==> config.mk <==
export PLATFORM = sky130hd
export DESIGN_NAME = player_controller_flat
export DESIGN_NICKNAME = d
export VERILOG_FILES = /design/src/rtl/player_controller_if.sv /design/src/rtl/player_controller.sv /design/src/flat_wrapper.sv
export SDC_FILE = /design/constraint.sdc
export NUM_CORES = 1
export LEC_CHECK = 0
export BUFFER_PORTS_ARGS = -buffer_cell sky130_fd_sc_hd__buf_2
export CAP_MARGIN = 20
export CORE_UTILIZATION = 58
export DETAILED_ROUTE_END_ITERATION = 10
export PLACE_DENSITY = 0.86
export SLEW_MARGIN = 20
export SYNTH_ARGS = -nofsm -noshare
export SYNTH_HDL_FRONTEND = slang
export SYNTH_SLANG_ARGS = --single-unit
==> constraint.sdc <==
create_clock -name frame_clk -period 3.7 [get_ports frame_clk]
set_input_delay 0.37 -clock frame_clk [delete_from_list [all_inputs] [get_ports frame_clk]]
set_output_delay 0.37 -clock frame_clk [all_outputs]
set_load 0.02 [all_outputs]
==> src/rtl/player_controller_if.sv <==
// Player controller bundle: keyboard/collision/checkpoint inputs in, player position and pulses out.
// master = player_controller side, slave = keyboard/enemy/renderer side.
interface player_controller_if;
   logic [7:0] keycode;
   logic       collision;
   logic       goal;
   logic [9:0] spawn_x;
   logic [9:0] spawn_y;
   logic [9:0] PlayerX;
   logic [9:0] PlayerY;
   logic [9:0] PlayerS;
   logic       start_enemies;
   logic       level_clear;
   logic [3:0] alpha;
   logic [9:0] deaths;
   logic       alive;

   modport master (
      input  keycode, collision, goal, spawn_x, spawn_y,
      output PlayerX, PlayerY, PlayerS, start_enemies, level_clear, alpha, deaths, alive
   );
   modport slave (
      output keycode, collision, goal, spawn_x, spawn_y,
      input  PlayerX, PlayerY, PlayerS, start_enemies, level_clear, alpha, deaths, alive
   );
endinterface

==> src/rtl/player_controller.sv <==
// Per-frame player FSM (SPAWN/ALIVE/DYING): movement with clamping, death fade, respawn pulses.
// One-frame latency from inputs to registered outputs; no backpressure, every frame is consumed.
module player_controller #(
   parameter int SIZE         = 10,
   parameter int SPEED        = 1,
   parameter int X_MIN        = 20,
   parameter int X_MAX        = 620,
   parameter int Y_MIN        = 20,
   parameter int Y_MAX        = 460,
   parameter int DEATH_FRAMES = 32
) (
   input  logic                frame_clk,
   input  logic                Reset,
   player_controller_if.master pif
);
   localparam int            CW      = $clog2(DEATH_FRAMES);
   localparam logic [CW-1:0] CNT_ONE = CW'(1);
   localparam logic [9:0]    SPD     = 10'(SPEED);
   localparam logic [7:0]    KEY_W   = 8'h1A;
   localparam logic [7:0]    KEY_A   = 8'h04;
   localparam logic [7:0]    KEY_S   = 8'h16;
   localparam logic [7:0]    KEY_D   = 8'h07;

   typedef enum logic [1:0] {SPAWN, ALIVE, DYING} state_t;

   state_t        state_q, state_d;
   logic [9:0]    x_q, x_d, y_q, y_d;
   logic [9:0]    deaths_q, deaths_d;
   logic [CW-1:0] cnt_q, cnt_d;
   logic          start_q, start_d;
   logic          clear_q, clear_d;
   logic          do_spawn;
   logic [10:0]   x_inc, y_inc;
   logic [CW-1:0] remain;

   assign x_inc  = {1'b0, x_q} + {1'b0, SPD};
   assign y_inc  = {1'b0, y_q} + {1'b0, SPD};
   assign remain = ~cnt_q;

   always_comb begin
      state_d  = state_q;
      x_d      = x_q;
      y_d      = y_q;
      deaths_d = deaths_q;
      cnt_d    = cnt_q;
      start_d  = 1'b0;
      clear_d  = 1'b0;
      do_spawn = 1'b0;
      case (state_q)
         // SPAWN with start low only exists right after Reset: the next frame is the real spawn.
         SPAWN: begin
            if (!start_q) do_spawn = 1'b1;
            else          state_d  = ALIVE;
         end
         ALIVE: begin
            if (pif.collision) begin
               state_d = DYING;
               cnt_d   = '0;
               if (deaths_q != 10'h3FF) deaths_d = deaths_q + 10'd1;
            end else if (pif.goal) begin
               do_spawn = 1'b1;
               clear_d  = 1'b1;
            end else begin
               case (pif.keycode)
                  KEY_D: x_d = (x_inc > 11'(X_MAX)) ? 10'(X_MAX) : x_inc[9:0];
                  KEY_A: x_d = (x_q < 10'(X_MIN + SPEED)) ? 10'(X_MIN) : x_q - SPD;
                  KEY_S: y_d = (y_inc > 11'(Y_MAX)) ? 10'(Y_MAX) : y_inc[9:0];
                  KEY_W: y_d = (y_q < 10'(Y_MIN + SPEED)) ? 10'(Y_MIN) : y_q - SPD;
                  default: ;
               endcase
            end
         end
         DYING: begin
            if (cnt_q == '1) do_spawn = 1'b1;
            else             cnt_d    = cnt_q + CNT_ONE;
         end
         default: state_d = SPAWN;
      endcase
      if (do_spawn) begin
         state_d = SPAWN;
         x_d     = pif.spawn_x;
         y_d     = pif.spawn_y;
         cnt_d   = '0;
         start_d = 1'b1;
      end
   end

   always_ff @(posedge frame_clk) begin
      if (Reset) begin
         state_q  <= SPAWN;
         x_q      <= pif.spawn_x;
         y_q      <= pif.spawn_y;
         deaths_q <= '0;
         cnt_q    <= '0;
         start_q  <= 1'b0;
         clear_q  <= 1'b0;
      end else begin
         state_q  <= state_d;
         x_q      <= x_d;
         y_q      <= y_d;
         deaths_q <= deaths_d;
         cnt_q    <= cnt_d;
         start_q  <= start_d;
         clear_q  <= clear_d;
      end
   end

   // Fade uses the top four bits of the frames remaining in DYING.
   assign pif.alpha         = (state_q == DYING) ? remain[CW-1 -: 4] : 4'hF;
   assign pif.PlayerX       = x_q;
   assign pif.PlayerY       = y_q;
   assign pif.PlayerS       = 10'(SIZE);
   assign pif.start_enemies = start_q;
   assign pif.level_clear   = clear_q;
   assign pif.deaths        = deaths_q;
   assign pif.alive         = (state_q == ALIVE);
endmodule

==> src/flat_wrapper.sv <==
// flat-port wrapper written by rule: the top's interface ports become plain ports
module player_controller_flat 
#(
   parameter int SIZE         = 10,
   parameter int SPEED        = 1,
   parameter int X_MIN        = 20,
   parameter int X_MAX        = 620,
   parameter int Y_MIN        = 20,
   parameter int Y_MAX        = 460,
   parameter int DEATH_FRAMES = 32
)
  (frame_clk, Reset, pif_keycode, pif_collision, pif_goal, pif_spawn_x, pif_spawn_y, pif_PlayerX, pif_PlayerY, pif_PlayerS, pif_start_enemies, pif_level_clear, pif_alpha, pif_deaths, pif_alive);
  player_controller_if pif_i ();
  input  logic frame_clk;
  input  logic Reset;
  input wire logic [$bits(pif_i.keycode)-1:0] pif_keycode;
  input wire logic [$bits(pif_i.collision)-1:0] pif_collision;
  input wire logic [$bits(pif_i.goal)-1:0] pif_goal;
  input wire logic [$bits(pif_i.spawn_x)-1:0] pif_spawn_x;
  input wire logic [$bits(pif_i.spawn_y)-1:0] pif_spawn_y;
  output wire logic [$bits(pif_i.PlayerX)-1:0] pif_PlayerX;
  output wire logic [$bits(pif_i.PlayerY)-1:0] pif_PlayerY;
  output wire logic [$bits(pif_i.PlayerS)-1:0] pif_PlayerS;
  output wire logic [$bits(pif_i.start_enemies)-1:0] pif_start_enemies;
  output wire logic [$bits(pif_i.level_clear)-1:0] pif_level_clear;
  output wire logic [$bits(pif_i.alpha)-1:0] pif_alpha;
  output wire logic [$bits(pif_i.deaths)-1:0] pif_deaths;
  output wire logic [$bits(pif_i.alive)-1:0] pif_alive;
  assign pif_i.keycode = pif_keycode;
  assign pif_i.collision = pif_collision;
  assign pif_i.goal = pif_goal;
  assign pif_i.spawn_x = pif_spawn_x;
  assign pif_i.spawn_y = pif_spawn_y;
  assign pif_PlayerX = pif_i.PlayerX;
  assign pif_PlayerY = pif_i.PlayerY;
  assign pif_PlayerS = pif_i.PlayerS;
  assign pif_start_enemies = pif_i.start_enemies;
  assign pif_level_clear = pif_i.level_clear;
  assign pif_alpha = pif_i.alpha;
  assign pif_deaths = pif_i.deaths;
  assign pif_alive = pif_i.alive;
  player_controller #(.SIZE(SIZE), .SPEED(SPEED), .X_MIN(X_MIN), .X_MAX(X_MAX), .Y_MIN(Y_MIN), .Y_MAX(Y_MAX), .DEATH_FRAMES(DEATH_FRAMES)) u_core (.frame_clk(frame_clk), .Reset(Reset), .pif(pif_i));
endmodule
Word-level counts from Yosys, hierarchy flattened
Cells that the tools add are included.

word-level totals
  register bits after elaboration = 39
  output and inout bits = 47
  word-level logic and storage cells = 74

operators by class
  $add $sub $neg = 6
  $lt $le $gt $ge = 4
  equality and inequality tests = 13
  multiplexer cells = 29
  bitwise operators = 3
  reductions and logical operators = 12

operator list
  kind                                                   count
  2-to-1 mux 10 bit                                      14
  one-hot mux 10 bit (2 select lines)                    2
  adder 10 x 1 -> 11 bit, second input constant          2
  < comparator 10 x 5 -> 1 bit, second input constant    2
  subtractor 10 x 1 -> 10 bit, second input constant     2
  equality test 8 x 3 -> 1 bit, second input constant    2
  equality test 8 x 5 -> 1 bit, second input constant    2
  > comparator 11 x 10 -> 1 bit, second input constant   1
  > comparator 11 x 9 -> 1 bit, second input constant    1
  adder 10 x 1 -> 10 bit, second input constant          1
  2-to-1 mux 5 bit                                       2
  inequality test 10 bit, second input constant          1
  one-hot mux 5 bit (2 select lines)                     1
  AND reduction 3 bit                                    3
  AND reduction 4 bit                                    2
  nonzero test 4 bit                                     2
  inequality test 3 x 2 -> 1 bit, second input constant  2
  one-hot mux 2 bit (3 select lines)                     1
  adder 5 x 1 -> 5 bit, second input constant            1
  equality test 5 bit, second input constant             1
  2-to-1 mux 1 bit                                       5
  inverter 5 bit                                         1
  2-to-1 mux 2 bit                                       2
  2-to-1 mux 4 bit                                       1
  10 further kinds                                       13

Logic depth before layout (Yosys ltp)
Gate-level depths: netlist (run 1).

  word-level depth = 9
  depth in mapped cells = 11
  gate-level depth less buffers = 9

Least setup slack after synthesis (run 1)
No wires, ideal clock.

  kind = input-to-reg
  start point = input pif_keycode[5]
  end point = register u_core.y_q[0], in the netlist u_core.pif.PlayerY[0], enable pin
  setup time = 0.394 ns
  arrival = 2.062 ns
  data required time = 3.306 ns
  path slack = 1.245 ns
  cell stages on the path = 3
  cells stage by stage = or3_4 -> or4_1 -> o31ai_1

between the ends
  word-level cells in the longest chain between the ends = 3
  elaborated cells on any way between the ends = 4
  those cells by class = eq/ne: 2; reduce/logical: 2

ends and longest elaborated chain
  item                                      RTL line                  text
  from (decl)                               flat_wrapper.sv:16        input wire logic [$bits(pif_i.keycode)-1:0] pif_keycode;
  equality test 8 x 5 -> 1 bit              player_controller.sv:64   case (pif.keycode)
  nonzero test 4 bit (no source line) (*)   --
  AND reduction 4 bit (no source line) (*)  --
  to (signal assigned)                      player_controller.sv:92   y_q <= pif.spawn_y;
  to (signal assigned)                      player_controller.sv:100  y_q <= y_d;
  to (decl)                                 player_controller.sv:27   logic [9:0] x_q, x_d, y_q, y_d;

Every way passes the cells marked *; elsewhere a longest branch is shown, timed or not.
A chain may end at the register's enable or synchronous reset.

Final worst setup path (run 1)
  start point = register u_core.cnt_q[1]
  end point = register u_core.y_q[5], in the netlist u_core.pif.PlayerY[5], data pin

between the ends
  word-level cells in the longest chain between the ends = 5

ends and longest elaborated chain
  item                                RTL line                  text
  from (decl)                         player_controller.sv:29   logic [CW-1:0] cnt_q, cnt_d;
  from (signal assigned)              player_controller.sv:102  cnt_q <= cnt_d;
  equality test 5 bit                 player_controller.sv:74   if (cnt_q == '1) do_spawn = 1'b1;
  2-to-1 mux 1 bit                    player_controller.sv:74
  one-hot mux 1 bit (3 select lines)  player_controller.sv:49   case (state_q)
  2-to-1 mux 10 bit                   player_controller.sv:79   if (do_spawn) begin
  2-to-1 mux 10 bit                   player_controller.sv:89   if (Reset) begin

No other way between the ends.

==> summary.txt, run 1 <==
Ports - 79
min Tclk post-route - 2.64 ns
RSZ-0062 raised after global routing - no
CP Class - flip-flop to flip-flop
drt drc - 0
Hold Buf Count CTS - 0
layout cell share with drive strength beyond 1 - 19.2%
Max VDD drop - 0.241 mV
fin crit share - 71.5%
Relative slew margins - 54.3%
number of routed nets with antenna violations - 0
Hold WC Path Type - input pin to flip-flop
GP Congestion - 0.997
internal cell power - 0.826 mW
Post-CTS Resized - 0
CTS tree - done
combinational share of power - 29.1%
gr usage total - 27.6%
CP Data Required Time - 3.76 ns
port buffer count - 68
power per cell area - 379 nW/um^2
Total Wirelength - 7480 um
post-synth cell types - 57
Fin. Hold Viols - 0
Ant. Diodes - 0
grt met3 use - 5.69%
initial drt markers - 253
sw power - 0.482 mW
DP HPWL - 5390 um
Die X - 74.4 um
Clock Power Share - 25.2%
leading cell type in the layout, fill and taps excluded - buf_2
final setup fails - 0
clk_lat worst skew - 0.30 ns
Sink Count - 39
area of the mapped netlist - 3040 um^2
Mapped Cells - 383
most frequent cells in the layout - 68 x buf_2, 37 x nand2_1, 31 x nor2_1
startpoint types - flip-flop
grt ovf - 0
Synth Register Bits - 39
number of enable flip-flop cells after synthesis - 20
# rows - 25
outcome - finished, final reports clean
crit path max fanout - 15
Layout Nets - 475
total number of vias - 3090
CP Capture Type - flip-flop
vias per cell - 6.13
Max Slew Vio Count - 0
clock skew - 0.0118 ns
synth top area cells - edfxtp_1 20%, dfxtp_1 13%, nand2_1 4.6%, xor2_1 4.0%, nor2_1 3.8%
Seq pwr share - 45.7%
f_max - 0.378 GHz
TritonCTS Buffers - 5
Overall Power - 1.31 mW
area leader, netlist - edfxtp_1
Max clock buf depth - 2
Root Buffer - clkbuf_8
Async SR Flop Fraction - 0%
Core Region - 4880 um^2
Area Growth Syn to Fin - 13.5%
global route hottest layer - met2
worst slew pin tran - 0.680 ns
M1 GR Usage - 37.9%
number of global-route vias before repair - 2537
met2 Usage GRT - 44.2%
Arr. time, crit path - 2.70 ns
top_reg_cell synth - edfxtp_1
first-pass GRT wire length - 12000 um
Initial Util - 62.3%
largest net degree at the start of global routing - 26
WL/cell - 14.8 um
Max-cap violations - 0
yosys synthesis warning count - 0
postcts setup bufs - 0
DR pass1 iterations - 5
CTS H-tree lvls - 2
clock input transition at the sequential cells of the worst setup and hold paths - 0.09 ns
Die H - 74.4 um
sequential-to-total area share from yosys stat - 32.3%
sw frac - 36.9%
antenna violations before repair - 0
die area - 5540 um^2
Leak - 1.36 nW
TNS Setup - 0 ns
Yosys top cell area share - 19.8%
syn avg cell area - 7.94 um^2
-- cells in the mapped netlist, types with 7 or more instances --
master and number:
xor2_1 14, a21oi_1 21, nand3_1 22, inv_1 12, a31oi_1 9, nor2_1 31, edfxtp_1 20, nor3_1 17
o21ai_0 16, buf_2 13, xnor2_1 10, nand2_1 37, ha_1 7, nand4_1 9, dfxtp_1 19, clkbuf_1 12
buf_4 10
-- cells by family after synthesis --
| kind of cell | count (synthesis) | share of synthesized area, % |
|---|---|---|
| DFF | 39 | 32.3 |
| AOI/OAI and AO/OA | 92 | 19.9 |
| adders and majority gates | 7 | 2.88 |
| buffers and inverters | 47 | 7.57 |
| other | 2 | 0.247 |
| and+or+nand+nor | 169 | 29.2 |
| muxes | 3 | 0.988 |
| xor gates and xnor gates | 24 | 6.91 |
-- worst paths after layout --
path | endpoint | start | depth (start not counted) | slack (ns)
setup / recovery | u_core.pif.PlayerY[5] | u_core.cnt_q[1] | 10 | 1.06
hold / removal | u_core.pif.level_clear | pif_collision | 2 | 0.29
hold reg to reg | u_core.cnt_q[4] | u_core.cnt_q[4] | 2 | 0.49
setup reg to reg | u_core.pif.PlayerY[5] | u_core.cnt_q[1] | 10 | 1.06
-- flip-flops by register name (all words and copies together), names as in the netlist --
signal / count
u_core.pif.PlayerX: 10
u_core.pif.PlayerY: 10
u_core.pif.start_enemies: 1
u_core.pif.level_clear: 1
u_core.cnt_q: 5
u_core.pif.deaths: 10
u_core.state_q: 2
-- per-stage QoR --
step                      util [%]  hold WS (ns)  std cells  cell area (um^2)  setup WS (ns)
final                         70.7         0.291        504              3450           1.06
after global routing          70.7         0.304        504              3450          0.793
after CTS                     70.7         0.285        504              3450           1.09
after detailed placement      68.6         0.477        496              3350           1.09
after global placement        68.6         0.474        496              3350           1.24
after floorplan                  -         0.442        391              3070           1.24
-- critical path: stages (launching register included) --
cell,delay (ns)
dfxtp_1,0.39
ha_1,0.19
and3_1,0.16
ha_1,0.18
nor2b_1,0.06
o32ai_1,0.37
or2_1,0.48
buf_4,0.28
nor3_1,0.07
a21oi_1,0.13
o31ai_1,0.09
-- power groups by stage --
stage                     Clock [mW]  Combinational, mW  Sequential, mW
final                          0.330              0.381           0.598
after global routing           0.347              0.423           0.609
after CTS                      0.332              0.378           0.595
after detailed placement           0              0.375           0.605
after global placement             0              0.369           0.604
after floorplan                    0              0.282           0.594
-- layout make-up --
cell class              instances  area [um^2]
well taps                      67         83.8
fillers                       418         1430
multi-input cells             305         1860
flip-flops and latches         39          981
repair buffers                 73          378
inverters                      12         45.0
clock inverters                 1         6.26
clock buffers                   7         96.3
-- routing by layer --
metal | up-vias | part of all wire (%) | wire, um
met5 | - | 0 | 0
met4 | 0 | 1.0 | 78
met3 | 11 | 8.1 | 602
met2 | 148 | 46 | 3460
met1 | 1433 | 45 | 3340
li1 | 1498 | - | -
Power figures use the tool's default switching activity.
==> inputs of run 2 (changes only) <==
--- a/config.mk
+++ b/config.mk
@@ -7,9 +7,9 @@
 export LEC_CHECK = 0
 export BUFFER_PORTS_ARGS = -buffer_cell sky130_fd_sc_hd__buf_2
 export CAP_MARGIN = 20
-export CORE_UTILIZATION = 58
+export CORE_UTILIZATION = 49
 export DETAILED_ROUTE_END_ITERATION = 10
-export PLACE_DENSITY = 0.86
+export PLACE_DENSITY = 0.78
 export SLEW_MARGIN = 20
 export SYNTH_ARGS = -nofsm -noshare
 export SYNTH_HDL_FRONTEND = slang
==> constraint.sdc (replaced) <==
create_clock -name frame_clk -period 2.1 [get_ports frame_clk]
set_input_delay 0.21 -clock frame_clk [delete_from_list [all_inputs] [get_ports frame_clk]]
set_output_delay 0.21 -clock frame_clk [all_outputs]
set_load 0.02 [all_outputs]
==> summary.txt, run 2 (synthesis gave the netlist of run 1 again) <==
CP Launch Point - u_core.state_q[1]
f_max - 0.440 GHz (+16%)
global route hottest layer - met2
largest net degree at the start of global routing - 20 (-23%)
Die H - 80.8 um (+8.6%)
multi-input logic area - 2150 um^2 (+15%)
failing checks - setup timing
Sink Count - 39 (unchanged)
layout cell share with drive strength beyond 1 - 41.2% (+22 points)
most frequent cells in the layout - 78 x buf_4, 68 x buf_2, 35 x nand2_1
Max clock buf depth - 2 (unchanged)
worst slew pin tran - 1.08 ns (+0.399 ns)
clock input transition at the sequential cells of the worst setup and hold paths - 0.08 ns (about the same)
Hold WC Path Type - input pin to flip-flop
post-layout util - 74.3% (+3.6 points)
gr usage total - 26.7% (-0.86 points)
Hold Path Cell Cnt - 2 (unchanged)
first-pass GRT wire length - 13500 um (+13%)
final setup fails - 24 (+24)
initial drt markers - 409 (+62%)
Initial Util - 51.1% (-11 points)
setup slack after layout - -0.173 ns (-1.23 ns)
drt drc - 0 (unchanged)
Area Growth Syn to Fin - 45.6%
clk_lat worst skew - 0.29 ns (about the same)
grt ovf - 0 (unchanged)
CP Data Required Time - 2.01 ns (-1.75 ns)
Max VDD drop - 0.413 mV (+72%)
R2R setup slack - -0.17 ns (-1.23 ns)
antenna violations before repair - 0 (unchanged)
Max Slew Vio Count - 0 (unchanged)
WL/cell - 15.9 um (+7.1%)
Cells after DPL - 564 (+14%)
min Tclk post-route - 2.27 ns (-0.370 ns)
DR pass1 iterations - 6 (+1)
CTS tree - done
grt met3 use - 4.27% (-1.4 points)
Relative slew margins - 27.7% (-27 points)
Max-cap violations - 0 (unchanged)
fin crit share - 108% (+37 points)
crit path max fanout - 10 (-5)
GP Congestion - 0.927 (-7.1%)
# rows - 28 (+12%)
CTS H-tree lvls - 2 (unchanged)
Setup crit end - u_core.pif.PlayerX[8]
Worst R2R Start - u_core.state_q[1]
Root Buffer - clkbuf_8
number of global-route vias before repair - 2863 (+13%)
FF-to-FF path depth - 3 (-7)
RR Endpoint - u_core.pif.PlayerX[8]
number of routed nets with antenna violations - 0 (unchanged)
TNS Setup - -3.00 ns (-3.00 ns)
Core Region - 5960 um^2 (+22%)
clock skew - 0.00851 ns (-0.00326 ns)
Total Wirelength - 9450 um (+26%)
vias per cell - 5.89 (-4.0%)
fin cells - 595 (+18%)
Ant. Diodes - 0 (unchanged)
TritonCTS Buffers - 5 (unchanged)
Arr. time, crit path - 2.19 ns (-0.51 ns)
Leak - 1.80 nW (+33%)
DP HPWL - 6330 um (+17%)
RSZ-0062 raised after global routing - yes
CP Capture Type - flip-flop
startpoint types - flip-flop
Seq. cell area - 983 um^2 (+0.26%)
Ports - 79 (unchanged)
Filler Cell Count - 431 (+3.1%)
power per cell area - 601 nW/um^2 (+59%)
Layout Nets - 558 (+17%)
port buffer count - 68 (unchanged)
leading cell type in the layout, fill and taps excluded - buf_4
M1 GR Usage - 37.1% (-0.85 points)
outcome - complete, but fails checks
Die X - 80.8 um (+8.6%)
CP Class - flip-flop to flip-flop
met2 Usage GRT - 43.1% (-1.1 points)
die area - 6520 um^2 (+18%)
total number of vias - 3502 (+13%)
worst slack at placement - -0.343 ns (-1.43 ns)
Fin. Hold Viols - 0 (unchanged)
-- run 2: changes by cell type in the layout (fill, tap and decap cells not counted), moves of 3 or more --
cell	before	now
nand3_2	0	3
nor3_2	0	7
a21oi_1	21	18
o32ai_1	3	0
a211oi_1	4	1
nand3_1	22	18
buf_6	0	6
a21oi_2	0	3
ha_4	0	4
nor3_1	17	10
ha_1	7	1
buf_4	5	78
-- run 2: what timing repair did --
item,CTS,global route
endpoints found under the setup margin,33,40
hold buffers,0,0
cloned,0,2
setup buffers,7,14
gates resized for setup,21,30
pin swaps,14,19
-- run 2: through the flow --
stage | hold WS [ns] | cell area, um^2 | total power, mW
floorplan | 0.282 | 3200 | 1.60
global placement | 0.466 | 3900 | 1.90
detailed placement | 0.473 | 3900 | 1.93
CTS | 0.200 | 4140 | 2.49
global route | 0.198 | 4430 | 2.80
finish | 0.199 | 4430 | 2.66
-- run 2: power by group --
| group | leakage, nW | internal, mW | switching (mW) | total [mW] |
|---|---|---|---|---|
| sequential | 0.360 | 0.889 | 0.108 | 0.997 |
| clock | 0.0456 | 0.247 | 0.278 | 0.525 |
| combinational | 1.40 | 0.525 | 0.615 | 1.14 |
| total | 1.80 | 1.66 | 1.00 | 2.66 |
-- run 2: worst min path at each step --
stage | startpoint | end | slack, ns
detailed placement | u_core.cnt_q[4] | u_core.cnt_q[4] | 0.47
global route | pif_spawn_x[7] | u_core.pif.PlayerX[7] | 0.20
global placement | u_core.cnt_q[4] | u_core.cnt_q[4] | 0.47
CTS | pif_spawn_x[7] | u_core.pif.PlayerX[7] | 0.20
finish | pif_spawn_x[7] | u_core.pif.PlayerX[7] | 0.20
floorplan | Reset | u_core.pif.start_enemies | 0.28
-- run 2: area by class of cell --
| type | instances | share of cell area [%] |
|---|---|---|
| Clock buffer | 7 | 1.81 |
| Inverter | 12 | 1.07 |
| Timing Repair Buffer | 156 | 24.1 |
| Tap cell | 75 | 2.12 |
| Clock inverter | 1 | 0.113 |
| Sequential cell | 39 | 22.2 |
| Multi-Input combinational cell | 305 | 48.5 |
-- run 2: worst max-delay path, stage by stage, from the launching register on --
cell      delay (ns)
dfxtp_1         0.31
nand2b_1        0.14
or4_1           0.52
o31ai_2         0.92
-- run 2: per-layer routing --
metal / up-vias / part of all wire [%]
li1: 1660 / -
met4: 0 / 1.0
met1: 1607 / 43
met3: 16 / 8.8
met2: 219 / 47
met5: - / 0
